===== src/rtl/gpio_pkg.sv =====
// Shared definitions for the GPIO register file: register map, warm-up states, defaults.
package gpio_pkg;

  localparam logic [2:0] GPIO_ADDR_TRISTATE = 3'd0;
  localparam logic [2:0] GPIO_ADDR_DATAREG  = 3'd1;
  localparam logic [2:0] GPIO_ADDR_PINSTATE = 3'd2;
  localparam logic [2:0] GPIO_ADDR_MASK     = 3'd3;
  localparam logic [2:0] GPIO_ADDR_STATUS   = 3'd4;
  localparam logic [2:0] GPIO_ADDR_POL      = 3'd5;
  localparam logic [2:0] GPIO_ADDR_ANY      = 3'd6;
  localparam logic [2:0] GPIO_ADDR_ID       = 3'd7;

  localparam logic [7:0] GPIO_VERSION_DEFAULT = 8'h02;

  typedef enum logic [1:0] {WARM0, WARM1, WARM2, RUN} warm_state_e;

  // Expand 4 byte enables into a 32-bit bit mask.
  function automatic logic [31:0] gpio_byte_mask(input logic [3:0] be);
    logic [31:0] m;
    m = '0;
    for (int i = 0; i < 4; i++) m[8*i +: 8] = {8{be[i]}};
    return m;
  endfunction

endpackage


===== src/rtl/gpio_sync_edge.sv =====
// Pin synchroniser, previous-value register and interrupt status set generation.
// Edge detection when GPIO_EDGE_IRQ_EN is defined, level detection otherwise.
module gpio_sync_edge #(
  parameter int WIDTH = 16
) (
  input  logic             clock,
  input  logic             reset,
  input  logic             run,
  input  logic [WIDTH-1:0] pin_async,
  input  logic [WIDTH-1:0] pol,
  input  logic [WIDTH-1:0] any,
  output logic [WIDTH-1:0] pin_sync,
  output logic [WIDTH-1:0] set_vec
);

  logic [WIDTH-1:0] sync1_q, sync1_d;
  logic [WIDTH-1:0] sync2_q, sync2_d;
  logic [WIDTH-1:0] prev_q, prev_d;

  always_comb begin
    sync1_d = pin_async;
    sync2_d = sync1_q;
    prev_d  = sync2_q;
  end

  always_ff @(posedge clock or posedge reset) begin
    if (reset) begin
      sync1_q <= '0;
      sync2_q <= '0;
      prev_q  <= '0;
    end else begin
      sync1_q <= sync1_d;
      sync2_q <= sync2_d;
      prev_q  <= prev_d;
    end
  end

  assign pin_sync = sync2_q;

`ifdef GPIO_EDGE_IRQ_EN
  logic [WIDTH-1:0] rise, fall, hit;

  always_comb begin
    rise    = sync2_q & ~prev_q;
    fall    = ~sync2_q & prev_q;
    // any-edge overrides polarity; otherwise pol picks falling (1) or rising (0)
    hit     = (any & (rise | fall)) | (~any & ~pol & rise) | (~any & pol & fall);
    set_vec = run ? hit : '0;
  end
`else
  logic unused_edge;
  assign unused_edge = ^{prev_q, any};

  always_comb begin
    set_vec = run ? (sync2_q ^ pol) : '0;
  end
`endif

endmodule


===== src/rtl/gpio_regfile.sv =====
// Parametrised GPIO register file: bus decode, byte-enabled writes, warm-up FSM, irq.
// Define GPIO_EDGE_IRQ_EN for sticky edge interrupts; default build is level mode.
module gpio_regfile
  import gpio_pkg::*;
#(
  parameter int         WIDTH   = 16,
  parameter logic [7:0] VERSION = GPIO_VERSION_DEFAULT
) (
  input  logic             clock,
  input  logic             reset,
  input  logic             cs,
  input  logic [4:2]       addr,
  input  logic             r_wn,
  input  logic [3:0]       wben,
  input  logic [31:0]      wdata,
  input  logic [WIDTH-1:0] ro_gpio_pinstate,
  output logic [31:0]      rdata,
  output logic [WIDTH-1:0] rf_gpio_tristate,
  output logic [WIDTH-1:0] rf_gpio_datareg,
  output logic [WIDTH-1:0] rf_gpio_interrupt_mask,
  output logic             irq
);

  logic [WIDTH-1:0] tristate_q, tristate_d;
  logic [WIDTH-1:0] datareg_q, datareg_d;
  logic [WIDTH-1:0] mask_q, mask_d;
  logic [WIDTH-1:0] status_q, status_d;
  logic [WIDTH-1:0] pol_q, pol_d;
  logic [WIDTH-1:0] any_q, any_d;
  logic [31:0]      rdata_q, rdata_d;
  logic             irq_q, irq_d;
  warm_state_e      state_q, state_d;

  logic             wr, rd, run;
  logic [31:0]      bmask32;
  logic [WIDTH-1:0] bmask, wdat, w1c;
  logic [WIDTH-1:0] pin_sync, set_vec;
  logic             unused_bus;

  assign wr         = cs & ~r_wn;
  assign rd         = cs & r_wn;
  assign run        = (state_q == RUN);
  assign bmask32    = gpio_byte_mask(wben);
  assign bmask      = bmask32[WIDTH-1:0];
  assign wdat       = wdata[WIDTH-1:0];
  assign unused_bus = ^{bmask32, wdata};

  function automatic logic [WIDTH-1:0] merge(input logic [WIDTH-1:0] old,
                                             input logic [WIDTH-1:0] dat,
                                             input logic [WIDTH-1:0] m);
    return (old & ~m) | (dat & m);
  endfunction

  gpio_sync_edge #(.WIDTH(WIDTH)) u_sync_edge (
    .clock     (clock),
    .reset     (reset),
    .run       (run),
    .pin_async (ro_gpio_pinstate),
    .pol       (pol_q),
    .any       (any_q),
    .pin_sync  (pin_sync),
    .set_vec   (set_vec)
  );

  always_comb begin
    tristate_d = tristate_q;
    datareg_d  = datareg_q;
    mask_d     = mask_q;
    pol_d      = pol_q;
    any_d      = any_q;
    w1c        = '0;
    if (wr) begin
      case (addr)
        GPIO_ADDR_TRISTATE: tristate_d = merge(tristate_q, wdat, bmask);
        GPIO_ADDR_DATAREG:  datareg_d  = merge(datareg_q, wdat, bmask);
        GPIO_ADDR_MASK:     mask_d     = merge(mask_q, wdat, bmask);
        GPIO_ADDR_STATUS:   w1c        = wdat & bmask;
        GPIO_ADDR_POL:      pol_d      = merge(pol_q, wdat, bmask);
`ifdef GPIO_EDGE_IRQ_EN
        GPIO_ADDR_ANY:      any_d      = merge(any_q, wdat, bmask);
`endif
        default: ;
      endcase
    end

`ifdef GPIO_EDGE_IRQ_EN
    // hardware set wins over a same-cycle clear
    status_d = (status_q & ~w1c) | set_vec;
`else
    status_d = set_vec;
`endif

    case (state_q)
      WARM0:   state_d = WARM1;
      WARM1:   state_d = WARM2;
      default: state_d = RUN;
    endcase

    rdata_d = rdata_q;
    if (rd) begin
      case (addr)
        GPIO_ADDR_TRISTATE: rdata_d = 32'(tristate_q);
        GPIO_ADDR_DATAREG:  rdata_d = 32'(datareg_q);
        GPIO_ADDR_PINSTATE: rdata_d = 32'(pin_sync);
        GPIO_ADDR_MASK:     rdata_d = 32'(mask_q);
        GPIO_ADDR_STATUS:   rdata_d = 32'(status_q);
        GPIO_ADDR_POL:      rdata_d = 32'(pol_q);
        GPIO_ADDR_ANY:      rdata_d = 32'(any_q);
        default:            rdata_d = {8'h0, VERSION, 10'h0, 6'(WIDTH)};
      endcase
    end

    irq_d = |(status_q & mask_q);
  end

`ifndef GPIO_EDGE_IRQ_EN
  logic unused_w1c;
  assign unused_w1c = ^w1c;
`endif

  always_ff @(posedge clock or posedge reset) begin
    if (reset) begin
      tristate_q <= '0;
      datareg_q  <= '0;
      mask_q     <= '0;
      status_q   <= '0;
      pol_q      <= '0;
      any_q      <= '0;
      rdata_q    <= '0;
      irq_q      <= 1'b0;
      state_q    <= WARM0;
    end else begin
      tristate_q <= tristate_d;
      datareg_q  <= datareg_d;
      mask_q     <= mask_d;
      status_q   <= status_d;
      pol_q      <= pol_d;
      any_q      <= any_d;
      rdata_q    <= rdata_d;
      irq_q      <= irq_d;
      state_q    <= state_d;
    end
  end

  assign rdata                  = rdata_q;
  assign irq                    = irq_q;
  assign rf_gpio_tristate       = tristate_q;
  assign rf_gpio_datareg        = datareg_q;
  assign rf_gpio_interrupt_mask = mask_q;

endmodule


===== config.mk =====
export PLATFORM = sky130hd
export DESIGN_NAME = gpio_regfile
export DESIGN_NICKNAME = d
export VERILOG_FILES = /design/src/rtl/gpio_pkg.sv /design/src/rtl/gpio_sync_edge.sv /design/src/rtl/gpio_regfile.sv
export SDC_FILE = /design/constraint.sdc
export NUM_CORES = 1
export LEC_CHECK = 0
export CORE_MARGIN = 1
export CORE_UTILIZATION = 45
export DETAILED_ROUTE_END_ITERATION = 10
export GPL_TIMING_DRIVEN = 0
export PLACE_DENSITY = 0.77
export SYNTH_ARGS = -nofsm -noshare
export SYNTH_HDL_FRONTEND = slang
export SYNTH_SLANG_ARGS = --single-unit

===== constraint.sdc =====
create_clock -name clock -period 4.8 [get_ports clock]
set_clock_uncertainty 0.15 [all_clocks]
set_input_delay 1.2 -clock clock [delete_from_list [all_inputs] [get_ports clock]]
set_output_delay 1.2 -clock clock [all_outputs]
set_load 0.02 [all_outputs]

-- After elaboration in Yosys (flattened, before gate mapping)
Cells that the tools add are included.
- input bits: 59
- flip-flop bits (word level): 147
- output and inout port bits: 81
- word-level logic and storage cells: 43
- muxes and demuxes: 3
- eq/ne operators: 8
- bitwise logic cells: 15
- reduce and logical (&&, ||, !) cells: 7
- operators by type and width (operator ; count):
    18-bit case mux with 7 select lines ; 1
    16-bit bitwise AND ; 6
    16-bit bitwise OR ; 4
    16-bit two-way mux ; 1
    16-bit NOT ; 1
    16-bit OR reduction ; 1
    16-bit bitwise XOR ; 1
    3-bit == test (second input constant) ; 3
    2-bit AND reduction ; 4
    3-bit by 2-bit == test with 1-bit output (second input constant) ; 2
    2-bit case mux with 2 select lines ; 1
    3-bit by 1-bit == test with 1-bit output (second input constant) ; 1
    3-bit logical NOT ; 1
    1-bit bitwise AND ; 2
    2-bit by 1-bit == test with 1-bit output (second input constant) ; 1
    2-bit == test (second input constant) ; 1
    2-bit logical NOT ; 1
    1-bit NOT ; 1

-- Logic depth before layout (Yosys ltp)
Gate-level depths: netlist (run 1).
- word-level depth: 3
- mapped depth: 6
- mapped depth without buffers: 4

-- Hierarchy
Synthesis (run 1) repeated with hierarchy kept, for this count alone.
- cells, all modules: 416
- area, all modules: 5627.9 sq um
- by module, submodules not included (module ; seq. area each (sq um) ; area each (sq um) ; instances ; cells an instance):
    gpio_regfile ; 2502.4 ; 4556.9 ; 1 ; 350
    gpio_sync_edge ; 800.8 ; 1071.0 ; 1 ; 66

-- Worst setup path after synthesis (run 1)
OpenSTA, ideal clock, no wires.
- path kind: input port to flip-flop
- start point: input port addr[2] (netlist name)
- end point: register rdata_q[12], in the netlist rdata[12]
- library setup time: 0.126 ns
- stages: 5
- slack: 2.285 ns
- data required time: 4.524 ns
- buffers on the path: 2
- arrival: 2.239 ns
- path through: buf_2 -> buf_2 -> mux4_2 -> a221oi_1 -> nor2_1
- cells in the longest elaborated chain, start to end: 2
- elaborated cells between the ends (all ways): 8
- classes of those cells: eq/ne: 6; mux: 1; reduce/logical: 1
- ends and longest elaborated chain (what ; RTL line ; text):
    from (decl) ; gpio_regfile.sv:12 ; input logic [4:2] addr,
    3-bit == test, or another cell as far along ; gpio_regfile.sv:101 ; case (addr)
    18-bit case mux with 7 select lines * ; gpio_regfile.sv:101 ;
    to (signal assigned) ; gpio_regfile.sv:139 ; rdata_q <= rdata_d;
    to (decl) ; gpio_regfile.sv:30 ; logic [31:0] rdata_q, rdata_d;
Mark *: on every way between the ends. The rest lies on a longest branch, timed or not.
A chain may end at the register's enable or synchronous reset.

-- Worst setup path after layout (run 1)
- start point: input port addr[2] (netlist name)
- end point: register rdata_q[2], in the netlist rdata[2]
Same word-level chain as after synthesis.

==> qor.yml, run 1 <==
status: "finished clean"
fin_crit_sh_pct: 62.0
cp_common_cell: "buf_2"
wl_um: 15100
antenna_cells: 0
fmax_ghz: 0.336
reg2regPathDepth: 3
fillers: 955
place_hpwl_um: 10300
setup-tns-final_ps: 0
cts_max_path_buffers: 2
clk_latency_ps: 420
synthArstFlopShare_pct: 100
grt_usage_pct: 24.8
postLayoutCellArea_mm2: 0.00768
wl_per_cell_um: 20.9
place.gp.congestion: 0.862
multiInputGateArea_mm2: 0.00225
antenna_found_initial: 0
peakVddDrop_mv: 0.277
worstSetupPathType: "in2reg"
placed_area_mm2: 0.00709
num_rows: 40
io_pins: 140
io_buffers: 104
synth_seq_area_share_pct: 57.7
synth-main-ff-cell: "dfrtp_1"
hold_violations: 0
htree_levels: 4
yosysTopAreaCell: "dfrtp_1"
p_leak_nw: 3.45
max_slew_margin_pct: 45.4
max_stage_delay_ps: 520
pre_cts_ws_ps: 1400
rsz0062_at_grt: "no"
cts_tree: "done"
min_to: "u_sync_edge.pin_sync[5]"
cp.required_ps: 4950
avgSynthCellArea_um2: 14.2
endpoint_kind: "register"
final_layout_size_suffix_gt1_share_pct: 27.7
syn_area_mm2: 0.00572
viasPerCell: 5.50
cts-root-buf: "clkbuf_16"
crit_chain: "clkdlybuf4s50_1, buf_2, buf_2, mux4_2, a221oi_1, nor2_1"
drtAntennaViolNets: 0
finalMaxSlewViolations: 0
synth_cell_types: 39
syn_inst: 404
route.detailed.drc: 0
synth.top_cell.area_share_pct: 57.7
worstPathArrival_ps: 3120
crit_fanout: 10
area_growth_pct: 34.1
powerDensity_mw_per_mm2: 461
first_pass_iters: 5
register_area_mm2: 0.00330
cts_setup_buffers: 0
tightest_slew_ps: 815
synth_enable_flop_cells: 0
grt_overflow_total: 0
dieArea_mm2: 0.0132
yosysMostFrequentCell: "dfrtp_1"
r2r_setup_slack_ps: 3160
synth_seq_cells: 132
start_util_pct: 46.9
cts_resized: 0
num_vias: 3976
hold_buffers: 0
fp.dieH_um: 115
dieWidth_um: 115
hold_path_class: "reg2reg"
holdPathStages: 0
drt-initial-drc-count: 286
fin_nets: 603
cp-start-kind: "input pin"
worstHoldStart: "u_sync_edge.sync1_q[5]"
grt_max_degree: 44
r2r-end: "status_q[12]"
r2r-start: "state_q[0]"
cts.sinks: 132
grt_pass1_vias: 4108
fin_util_pct: 62.9
coreArea_mm2: 0.0122
layout_setup_ws_ps: 1830
yosysWarnings: 0
finalCriticalPeriod_ps: 2970
synth_area_leaders: "dfrtp_1 58%, mux2_2 8.7%, mux2_4 8.4%, mux2i_1 2.6%, xnor2_1 2.4%"
setup_viol_count_final: 0
grt_pass1_wl_um: 23500
maxCapViolations: 0
cts_inserted_buffers: 17
ys_top_cells_by_count: "132 x dfrtp_1, 44 x mux2_2, 32 x mux2_4"
clk_pin_slew_ps: 60
cp_slowest_cell: "clkdlybuf4s50_1"
[kinds of logic (layout without fill, tap and decap cells)]
kind of cell,Yosys count,in the layout,share of synthesized area (%)
AO/OA/AOI/OAI,63,63,7.89
AND/OR/NAND/NOR,62,62,6.30
flip-flops,132,132,57.7
XOR/XNOR,16,16,2.45
buffers and inverters,34,171,3.96
other,1,15,0.0655
multiplexers,96,96,21.6
[worst max-delay path: cells and delay by family]
| kind | cells | cell delay (ps) |
|---|---|---|
| and+or+nand+nor | 1 | 70 |
| buffers and inverters | 3 | 1170 |
| AOI/OAI and AO/OA | 1 | 310 |
| muxes | 1 | 370 |
[per-layer routing]
metal  vias up  part of all wire, %  routed length (um)  track usage [%]
met5         -                    0                   0                0
met4         0                  2.9                 439             11.7
met3        37                  7.6                1160             6.91
met2       206                   47                7110             37.8
met1      2009                   42                6400             33.2
li1       1724                    -                   -                -
[worst max-delay path by stage]
stage	startpoint	end	cells past startpoint
floorplan	reset	asynchronous set/reset pin	1
global placement	reset	u_sync_edge.sync1_q[13]	2
detailed placement	addr[2]	rdata[2]	6
CTS	addr[2]	rdata[2]	6
global route	addr[2]	rdata[2]	6
finish	addr[2]	rdata[2]	6
[cells in the final DEF (no fill, tap or decap), types with 9 or more instances in the layout]
| cell | netlist | final |
|---|---|---|
| nand2_1 | 19 | 19 |
| clkdlybuf4s50_1 | 0 | 104 |
| xnor2_1 | 16 | 16 |
| mux2i_1 | 15 | 15 |
| a21oi_1 | 9 | 9 |
| mux2_2 | 44 | 44 |
| o21ai_0 | 13 | 13 |
| a22oi_1 | 9 | 9 |
| buf_4 | 18 | 18 |
| conb_1 | 1 | 15 |
| dfrtp_1 | 132 | 132 |
| clkbuf_16 | 0 | 17 |
| mux2_4 | 32 | 32 |
| nor2_1 | 23 | 23 |
[final cells by class]
type / count / area share, %
buffer: 32 / 2.85
multi-input combinational: 252 / 29.3
sequential: 132 / 43.0
clock buffer: 22 / 6.31
timing repair buffer: 107 / 14.3
clock inverter: 8 / 1.32
tap: 168 / 2.74
inverter: 2 / 0.147
[per-stage QoR]
step	power, mW	hold WS, ps	instances
detailed placement	2.26	186	693
floorplan	1.88	181	418
global route	3.67	202	723
global placement	2.23	184	690
finish	3.54	197	723
CTS	3.54	199	723
[power by group]
part           total, mW  switching [mW]  internal (mW)
sequential          1.46           0.167           1.29
combinational      0.798           0.360          0.437
clock               1.28           0.473          0.812
Power figures use the tool's default switching activity.
==> inputs of run 2 (changes only) <==
--- a/config.mk
+++ b/config.mk
@@ -6,10 +6,10 @@
 export NUM_CORES = 1
 export LEC_CHECK = 0
 export CORE_MARGIN = 1
-export CORE_UTILIZATION = 45
+export CORE_UTILIZATION = 50
 export DETAILED_ROUTE_END_ITERATION = 10
 export GPL_TIMING_DRIVEN = 0
-export PLACE_DENSITY = 0.77
+export PLACE_DENSITY = 0.81
 export SYNTH_ARGS = -nofsm -noshare
 export SYNTH_HDL_FRONTEND = slang
 export SYNTH_SLANG_ARGS = --single-unit
==> constraint.sdc (replaced) <==
create_clock -name clock -period 3 [get_ports clock]
set_clock_uncertainty 0.15 [all_clocks]
set_input_delay 0.75 -clock clock [delete_from_list [all_inputs] [get_ports clock]]
set_output_delay 0.75 -clock clock [all_outputs]
set_load 0.02 [all_outputs]
==> run 2 against run 1 <==
Against the previous run: core utilization is 6.8 points higher; setup slack worse by 1400 ps; global-route usage is 2.8 points higher; final cell count is 3.6% lower; sequential cell count stayed put; largest power group unchanged; power is 60% higher; die area is 9.8% lower; wire length is 0.64% lower; design area is 0.36% lower; hold slack hardly changed.
==> qor.yml, run 2 (synthesized netlist as in run 1, its figures left out) <==
status: "finished clean"
grt_pass1_wl_um: 23400
use_met2_pct: 43.8
cts-root-buf: "clkbuf_16"
start_util_pct: 52.1
cts_max_path_buffers: 2
dieArea_mm2: 0.0119
grt_max_degree: 44
htree_levels: 4
cts_tree: "done"
dieWidth_um: 109
final_cell_mix: "132 x dfrtp_1, 104 x clkdlybuf4s50_1, 44 x mux2_2"
top_usage_layer: "met2"
crit_cells: 6
coreArea_mm2: 0.0110
rsz0062_at_grt: "no"
setup_viol_count_final: 0
worstSetupPathType: "in2reg"
finalMaxSlewViolations: 0
num_vias: 3996
io_buffers: 104
r2r_setup_slack_ps: 1350
final_common_cell: "dfrtp_1"
grt_pass1_vias: 4147
tightest_slew_ps: 936
grt_usage_pct: 27.6
drt-initial-drc-count: 371
timing.hold.ws_ps: 197
final_layout_size_suffix_gt1_share_pct: 28.0
io_pins: 140
drtAntennaViolNets: 0
crit_fanout: 10
hold_violations: 0
hold_buffers: 0
place.gp.congestion: 0.839
fillers: 749
fmax_ghz: 0.385
cts_resized: 0
peakVddDrop_mv: 0.405
gr-usage-met1_pct: 36.1
r2r-start: "state_q[0]"
grt_overflow_total: 0
endpoint: "rdata[2]"
place_hpwl_um: 10100
wl_um: 15000
route.detailed.drc: 0
reg2regPathDepth: 3
antenna_found_initial: 0
cp-start-kind: "input pin"
viasPerCell: 5.73
p_leak_nw: 3.46
num_rows: 38
r2r-end: "status_q[10]"
cp.required_ps: 3130
fin_crit_sh_pct: 86.5
hold_path_class: "reg2reg"
cts.sinks: 132
crit_chain: "clkdlybuf4s50_1, buf_2, buf_2, mux4_2, a221oi_1, nor2_1"
setup-tns-final_ps: 0
cp_slowest_cell: "clkdlybuf4s50_1"
antenna_cells: 0
area_growth_pct: 33.6
path_delay_family: "buffers and inverters"
worstPathArrival_ps: 2730
use_met3_pct: 7.41
endpoint_kind: "register"
clk_latency_ps: 410
max_slew_margin_pct: 37.3
wl_per_cell_um: 21.5
finalCriticalPeriod_ps: 2600
clk_pin_slew_ps: 60
cts_inserted_buffers: 17
cp_common_cell: "buf_2"
powerDensity_mw_per_mm2: 740
cts_setup_buffers: 0
first_pass_iters: 5
maxCapViolations: 0
fin_nets: 603
startpoint: "addr[2]"
fp.dieH_um: 109
critPathBufInv: 3
max_stage_delay_ps: 520
## run 2: cell types whose count changed in the layout (fill, tap and decap cells not counted), sizes merged
cell	before	now
inv	1	4
clkinvlp	4	3
clkinv	3	6
clkbuf	28	25
## run 2: worst min path at each step
stage	start	endpoint	cells past startpoint
6_report	u_sync_edge.sync1_q[9]	u_sync_edge.pin_sync[9]	0
3_5_place_dp	u_sync_edge.sync1_q[7]	u_sync_edge.pin_sync[7]	0
5_1_grt	u_sync_edge.sync1_q[9]	u_sync_edge.pin_sync[9]	0
4_1_cts	u_sync_edge.sync1_q[9]	u_sync_edge.pin_sync[9]	0
3_3_place_gp	u_sync_edge.sync1_q[9]	u_sync_edge.pin_sync[9]	0
2_1_floorplan	u_sync_edge.sync1_q[0]	u_sync_edge.pin_sync[0]	0
## run 2: cell type report
cell class / instances / area (um^2) / area share [%]
Sequential cell: 132 / 3300 / 43.2
Multi-Input combinational cell: 252 / 2250 / 29.4
Timing Repair Buffer: 107 / 1100 / 14.4
Clock buffer: 19 / 443 / 5.79
Buffer: 32 / 219 / 2.86
Tap cell: 140 / 175 / 2.29
Clock inverter: 13 / 150 / 1.96
Inverter: 2 / 11.3 / 0.147
## run 2: metrics by stage
stage	std cells	cell area (um^2)	utilization [%]	power [mW]	worst slack [ps]
2_1_floorplan	418	5780	-	3.01	463
3_3_place_gp	662	7000	63.7	3.57	-641
3_5_place_dp	665	7060	64.3	3.62	28.0
4_1_cts	697	7650	69.7	5.68	443
5_1_grt	697	7650	69.7	5.88	374
6_report	697	7650	69.7	5.66	405
## run 2: power by group
group | internal [mW] | switching (mW)
registers | 2.07 | 0.271
clock network | 1.26 | 0.790
logic | 0.700 | 0.579
total | 4.02 | 1.64
## run 2: layer usage
metal | part of all wire, % | wire length (um) | vias to the layer above
li1 | - | - | 1721
met1 | 40 | 6000 | 2010
met2 | 49 | 7400 | 223
met3 | 8.1 | 1220 | 42
met4 | 2.6 | 391 | 0
met5 | 0 | 0 | -
